===== config.mk =====
export PLATFORM = sky130hd
export DESIGN_NAME = mem_port_arbiter
export DESIGN_NICKNAME = d
export VERILOG_FILES = /design/src/rtl/mem_port_arbiter_pkg.sv /design/src/rtl/mem_port_arbiter_rsp_router.sv /design/src/rtl/mem_port_arbiter.sv
export SDC_FILE = /design/constraint.sdc
export NUM_CORES = 1
export LEC_CHECK = 0
export CAP_MARGIN = 20
export CELL_PAD_IN_SITES_DETAIL_PLACEMENT = 0
export CELL_PAD_IN_SITES_GLOBAL_PLACEMENT = 2
export CORE_UTILIZATION = 24
export CTS_BUF_LIST = sky130_fd_sc_hd__clkbuf_8
export DETAILED_ROUTE_END_ITERATION = 8
export GPL_ROUTABILITY_DRIVEN = 0
export PLACE_DENSITY = 0.91
export REMOVE_ABC_BUFFERS = 1
export SYNTH_ARGS = -nofsm -noshare
export SYNTH_HDL_FRONTEND = slang
export SYNTH_SLANG_ARGS = --single-unit

===== constraint.sdc =====
create_clock -name clk1 -period 4.3 [get_ports clk1]
set_input_delay 0.86 -clock clk1 [delete_from_list [all_inputs] [get_ports clk1]]
set_output_delay 0.86 -clock clk1 [all_outputs]
set_load 0.05 [all_outputs]

===== src/rtl/mem_port_arbiter_pkg.sv =====
// Shared types and defaults for the fetch/data memory port arbiter.
package mem_port_arbiter_pkg;

  localparam int unsigned DEF_ADDR_W = 8;
  localparam int unsigned DEF_DATA_W = 32;
  localparam int unsigned STREAK_W   = 4;

  typedef enum logic [1:0] {
    OWN_NONE  = 2'b00,
    OWN_FETCH = 2'b01,
    OWN_DATA  = 2'b10
  } rsp_owner_e;

  typedef enum logic {
    DATA_PRI    = 1'b0,
    FETCH_FORCE = 1'b1
  } arb_state_e;

  function automatic logic [STREAK_W-1:0] streak_inc(input logic [STREAK_W-1:0] cur,
                                                     input logic [STREAK_W-1:0] limit);
    return (cur < limit) ? cur + 4'd1 : cur;
  endfunction

endpackage


===== src/rtl/mem_port_arbiter_rsp_router.sv =====
// Tracks which port owns the in-flight read and steers mem_rdata back to it.
module mem_rsp_router
  import mem_port_arbiter_pkg::*;
#(
  parameter int unsigned DATA_W = DEF_DATA_W
) (
  input  logic              clk_i,
  input  logic              rst_ni,
  input  logic              f_gnt_i,
  input  logic              d_gnt_i,
  input  logic              d_we_i,
  input  logic [DATA_W-1:0] mem_rdata_i,
  output logic              f_rvalid_o,
  output logic [DATA_W-1:0] f_rdata_o,
  output logic              d_rvalid_o,
  output logic [DATA_W-1:0] d_rdata_o
);

  rsp_owner_e        owner_q, owner_d;
  logic [DATA_W-1:0] f_rdata_q, d_rdata_q;

  always_comb begin
    owner_d = OWN_NONE;
    if (f_gnt_i)                owner_d = OWN_FETCH;
    else if (d_gnt_i && !d_we_i) owner_d = OWN_DATA;
  end

  always_ff @(posedge clk_i or negedge rst_ni) begin
    if (!rst_ni) begin
      owner_q   <= OWN_NONE;
      f_rdata_q <= '0;
      d_rdata_q <= '0;
    end else begin
      owner_q <= owner_d;
      if (owner_q == OWN_FETCH) f_rdata_q <= mem_rdata_i;
      if (owner_q == OWN_DATA)  d_rdata_q <= mem_rdata_i;
    end
  end

  // Memory data arrives the cycle after the grant; the owner sees it live,
  // the holding register keeps it for later cycles.
  assign f_rvalid_o = (owner_q == OWN_FETCH);
  assign d_rvalid_o = (owner_q == OWN_DATA);
  assign f_rdata_o  = f_rvalid_o ? mem_rdata_i : f_rdata_q;
  assign d_rdata_o  = d_rvalid_o ? mem_rdata_i : d_rdata_q;

endmodule


===== src/rtl/mem_port_arbiter.sv =====
// Arbitrates the single memory port between instruction fetch and data accesses.
module mem_port_arbiter
  import mem_port_arbiter_pkg::*;
#(
  parameter int unsigned ADDR_W     = DEF_ADDR_W,
  parameter int unsigned DATA_W     = DEF_DATA_W,
  parameter int unsigned MAX_STREAK = 4
) (
  input  logic              clk1,
  input  logic              reset,
  input  logic              halted,
  input  logic              f_req,
  input  logic [ADDR_W-1:0] f_addr,
  output logic              f_gnt,
  output logic              f_rvalid,
  output logic [DATA_W-1:0] f_rdata,
  input  logic              d_req,
  input  logic              d_we,
  input  logic [ADDR_W-1:0] d_addr,
  input  logic [DATA_W-1:0] d_wdata,
  output logic              d_gnt,
  output logic              d_rvalid,
  output logic [DATA_W-1:0] d_rdata,
  output logic              mem_en,
  output logic              mem_we,
  output logic [ADDR_W-1:0] mem_addr,
  output logic [DATA_W-1:0] mem_wdata,
  input  logic [DATA_W-1:0] mem_rdata,
  output logic              stall_if
);

  localparam logic [STREAK_W-1:0] STREAK_MAX = STREAK_W'(MAX_STREAK);

  arb_state_e          state_q, state_d;
  logic [STREAK_W-1:0] streak_q, streak_d;
  logic                f_elig, d_elig;

  assign f_elig = f_req && !halted;
  assign d_elig = d_req;

  always_comb begin
    f_gnt = 1'b0;
    d_gnt = 1'b0;
    if (reset) begin
      unique case (state_q)
        DATA_PRI: begin
          if (d_elig)      d_gnt = 1'b1;
          else if (f_elig) f_gnt = 1'b1;
        end
        FETCH_FORCE: begin
          if (f_elig)      f_gnt = 1'b1;
          else if (d_elig) d_gnt = 1'b1;
        end
        default: ;
      endcase
    end
  end

  always_comb begin
    streak_d = streak_q;
    if (f_gnt || !f_elig) streak_d = '0;
    else if (d_gnt)       streak_d = streak_inc(streak_q, STREAK_MAX);

    state_d = state_q;
    unique case (state_q)
      DATA_PRI:    if (streak_d == STREAK_MAX) state_d = FETCH_FORCE;
      FETCH_FORCE: if (f_gnt || !f_elig)       state_d = DATA_PRI;
      default:                                 state_d = DATA_PRI;
    endcase
  end

  always_ff @(posedge clk1 or negedge reset) begin
    if (!reset) begin
      state_q  <= DATA_PRI;
      streak_q <= '0;
    end else begin
      state_q  <= state_d;
      streak_q <= streak_d;
    end
  end

  always_comb begin
    mem_en    = f_gnt | d_gnt;
    mem_we    = d_gnt & d_we;
    mem_addr  = '0;
    mem_wdata = '0;
    if (f_gnt) begin
      mem_addr = f_addr;
    end else if (d_gnt) begin
      mem_addr  = d_addr;
      mem_wdata = d_wdata;
    end
  end

  assign stall_if = f_req && !f_gnt && !halted;

  mem_rsp_router #(
    .DATA_W(DATA_W)
  ) u_rsp_router (
    .clk_i      (clk1),
    .rst_ni     (reset),
    .f_gnt_i    (f_gnt),
    .d_gnt_i    (d_gnt),
    .d_we_i     (d_we),
    .mem_rdata_i(mem_rdata),
    .f_rvalid_o (f_rvalid),
    .f_rdata_o  (f_rdata),
    .d_rvalid_o (d_rvalid),
    .d_rdata_o  (d_rdata)
  );

endmodule


==> summary.md <==
| Metric | Value |
|---|---|
| TritonCTS Buffers | `9` |
| Post-DP Area | `5590 sq um` |
| Initial antenna violation count | `0` |
| LEAKAGE | `2.40 nW` |
| Core Region | `12200 sq um` |
| Worst hold-check path type | `flip-flop to flip-flop` |
| PnR worst setup slack | `0.781 ns` |
| Hold buffers post-CTS | `0` |
| DR pass1 iterations | `3` |
| Clk pin slew, worst setup/hold paths | `0.07 ns` |
| Layout cells sized above 1 | `30.6%` |
| Sequential share of power | `33.1%` |
| Comb pwr share | `48.2%` |
| Synth area leaders | `dfrtp_1 58%, mux2_2 24%, and2_1 6.8%` |
| Final wirelength | `9220 microns` |
| Synth area leader | `dfrtp_1` |
| NumNets Final | `503` |
| Postcts setup bufs | `0` |
| Clock share of power | `18.8%` |
| Status | `finished clean` |
| Starting Density | `25.0%` |
| Setup crit start kind | `flip-flop` |
| Net Sw Frac | `39.7%` |
| VDD IR max | `0.117 mV` |
| Post-Syn Area | `3040 sq um` |
| Synth Area per Inst | `13.8 sq um` |
| Synthesis-stage register bit count | `71` |
| Worst-path fanout max | `22` |
| Final Instance Area | `5760 sq um` |
| Grt total ovfl | `0` |
| Root buffer cell | `clkbuf_8` |
| Tot Pwr | `0.00250 W` |
| First-pass GRT wire length | `14200 microns` |
| Final HPWL DP | `7090 microns` |
| Worst slew pin tran | `0.977 ns` |
| Slew Viols, Final | `0` |
| Final hold vios | `0` |
| Max-Cap Viols | `0` |
| Seq/Total Area, Yosys | `58.5%` |
| Vias in the first global route | `2722` |
| Clk_lat worst skew | `0.34 ns` |
| CTS max path bufs | `2` |
| Cells after Synth | `220` |
| DR DRC count | `0` |
| Internal power | `0.00151 W` |
| Setup CP Type | `flip-flop to output pin` |
| Sequential cell area | `1780 sq um` |
| Tmin final | `3.52 ns` |
| Multi-input logic area | `1180 sq um` |
| Sw power | `0.000994 W` |
| Yosys warns | `0` |
| Total number of vias | `2489` |
| Io pins | `197` |
| Final Non-Filler Cells | `586` |
| Element type at the critical path end | `output pin` |
| Fill count | `1095` |
| Final TNS setup | `0 ns` |
| GRT Total Usage | `14.6%` |
| Post-cts sizing count | `0` |
| CP Data Required Time | `3.44 ns` |
| Final Setup Violations | `0` |
| ANT cells | `0` |
| Vias per cell | `4.25` |
| Slew margin rel. | `34.8%` |
| Die H | `115 microns` |
| I/O Buffers | `196` |
| RSZ-0062 raised after global routing | `no` |
| F_max | `284 MHz` |
| Final antenna-violating net count | `0` |
| Site row count | `40` |
| Period utilization | `81.8%` |
| WL/cell | `15.7 microns` |
| Cell Pwr Density | `434 nW/um^2` |
| Worst clock skew | `0.0105 ns` |
| Clock H-tree levels | `3` |
| Placed insts | `573` |
| Die Area | `13100 sq um` |
| Largest net degree at the start of global routing | `73` |
| Layout area overhead | `89.7%` |
| Pre-CTS setup slack | `0.812 ns` |
| Clock sinks | `71` |
| Area share of the largest cell type after synthesis | `58.5%` |
| CP Data Arrival Time | `2.66 ns` |
| Count of different cell masters after synthesis | `25` |
| 1st-iter DRT viols | `61` |
| CTS tree | `done` |
| Die extent in x | `115 microns` |
==> registers in the layout (all words and copies together) (netlist names) <==
register,count
state_q,1
streak_q,4
u_rsp_router.d_rdata_q,32
u_rsp_router.f_rdata_q,32
u_rsp_router.owner_q,2
==> placed cells by master (no fill, tap or decap), types with 2 or more instances in the layout <==
cell and count:
clkdlybuf4s50_1 152, dfrtp_1 71, mux2_2 64, buf_12 43
and2_1 33, clkbuf_8 12, a22o_1 8, nor2_1 6
buf_4 4, inv_1 3, nand2b_1 2, mux2i_1 2
nor2b_1 2
==> worst max-delay path, cell delays in order, from the launching register on <==
cell and delay [ns]:
dfrtp_1 0.42, nor2b_4 0.38, buf_4 0.39, mux2_2 0.39, clkdlybuf4s50_1 0.73
==> per-layer routing <==
layer	wire length, microns	up-vias	global-route usage, %
li1	-	1138	-
met1	3280	1204	14.6
met2	4800	136	26.7
met3	1040	11	6.35
met4	104	0	5.19
met5	0	-	0
==> cells by family after synthesis <==
family                   share of synthesized area [%]
flip-flops                                        58.5
multiplexers                                      24.4
AND/OR/NAND/NOR                                   10.3
buffers and inverters                             2.88
AO/OA/AOI/OAI                                     3.21
XOR/XNOR                                         0.288
adder cells (fa/ha/maj)                          0.412
==> stage by stage <==
step / utilization [%] / hold slack (ns)
6_report: 47.4 / 0.493
5_1_grt: 47.4 / 0.513
4_1_cts: 47.4 / 0.497
3_5_place_dp: 46.0 / 0.482
3_3_place_gp: 46.0 / 0.477
2_1_floorplan: - / 0.469
==> layout make-up <==
| cell class | instances | share of cell area [%] |
|---|---|---|
| flip-flops and latches | 71 | 30.8 |
| clock buffers | 12 | 2.87 |
| clock inverters | 1 | 0.0868 |
| multi-input cells | 132 | 20.5 |
| well taps | 168 | 3.65 |
| repair buffers | 199 | 41.8 |
| inverters | 3 | 0.195 |
==> synth_stat cells <==
cell and number:
a21o_1 1, a22o_1 8, a31oi_1 1, a41oi_1 1, and2_1 33, and3_1 1
and4b_2 1, buf_2 11, buf_6 1, clkbuf_2 2, dfrtp_1 71, ha_1 1
inv_1 3, mux2_2 64, mux2i_1 2, nand2_1 1, nand2b_1 3, nand3b_1 1
nand4_1 1, nor2_1 6, nor2b_1 3, o21ai_1 1, or2_2 1, or3_1 1
xor2_1 1
==> path summary, 6_finish.rpt <==
kind | slack (ns) | cells past startpoint | from | endpoint
setup / recovery | 0.78 | 4 | u_rsp_router.owner_q[1]$_DFF_PN0_ | f_rdata[20]
hold / removal | 0.49 | 1 | u_rsp_router.d_rdata_q[29]$_DFF_PN0_ | u_rsp_router.d_rdata_q[29]$_DFF_PN0_
setup reg to reg | 2.57 | 3 | u_rsp_router.owner_q[1]$_DFF_PN0_ | u_rsp_router.f_rdata_q[6]$_DFF_PN0_
hold reg to reg | 0.49 | 1 | u_rsp_router.d_rdata_q[29]$_DFF_PN0_ | u_rsp_router.d_rdata_q[29]$_DFF_PN0_
max in group asynchronous | 2.93 | 2 | reset | u_rsp_router.d_rdata_q[12]$_DFF_PN0_
min in group asynchronous | 0.80 | 2 | reset | u_rsp_router.f_rdata_q[5]$_DFF_PN0_
==> power groups by stage <==
stage,Clock (W),Combinational (W),Sequential [W]
finish,0.000470,0.00121,0.000828
global route,0.000525,0.00126,0.000841
CTS,0.000497,0.00122,0.000829
detailed placement,0,0.00122,0.000842
global placement,0,0.00121,0.000836
floorplan,0,0.000752,0.000830
Note: power is estimated with default switching activity, not from simulation.
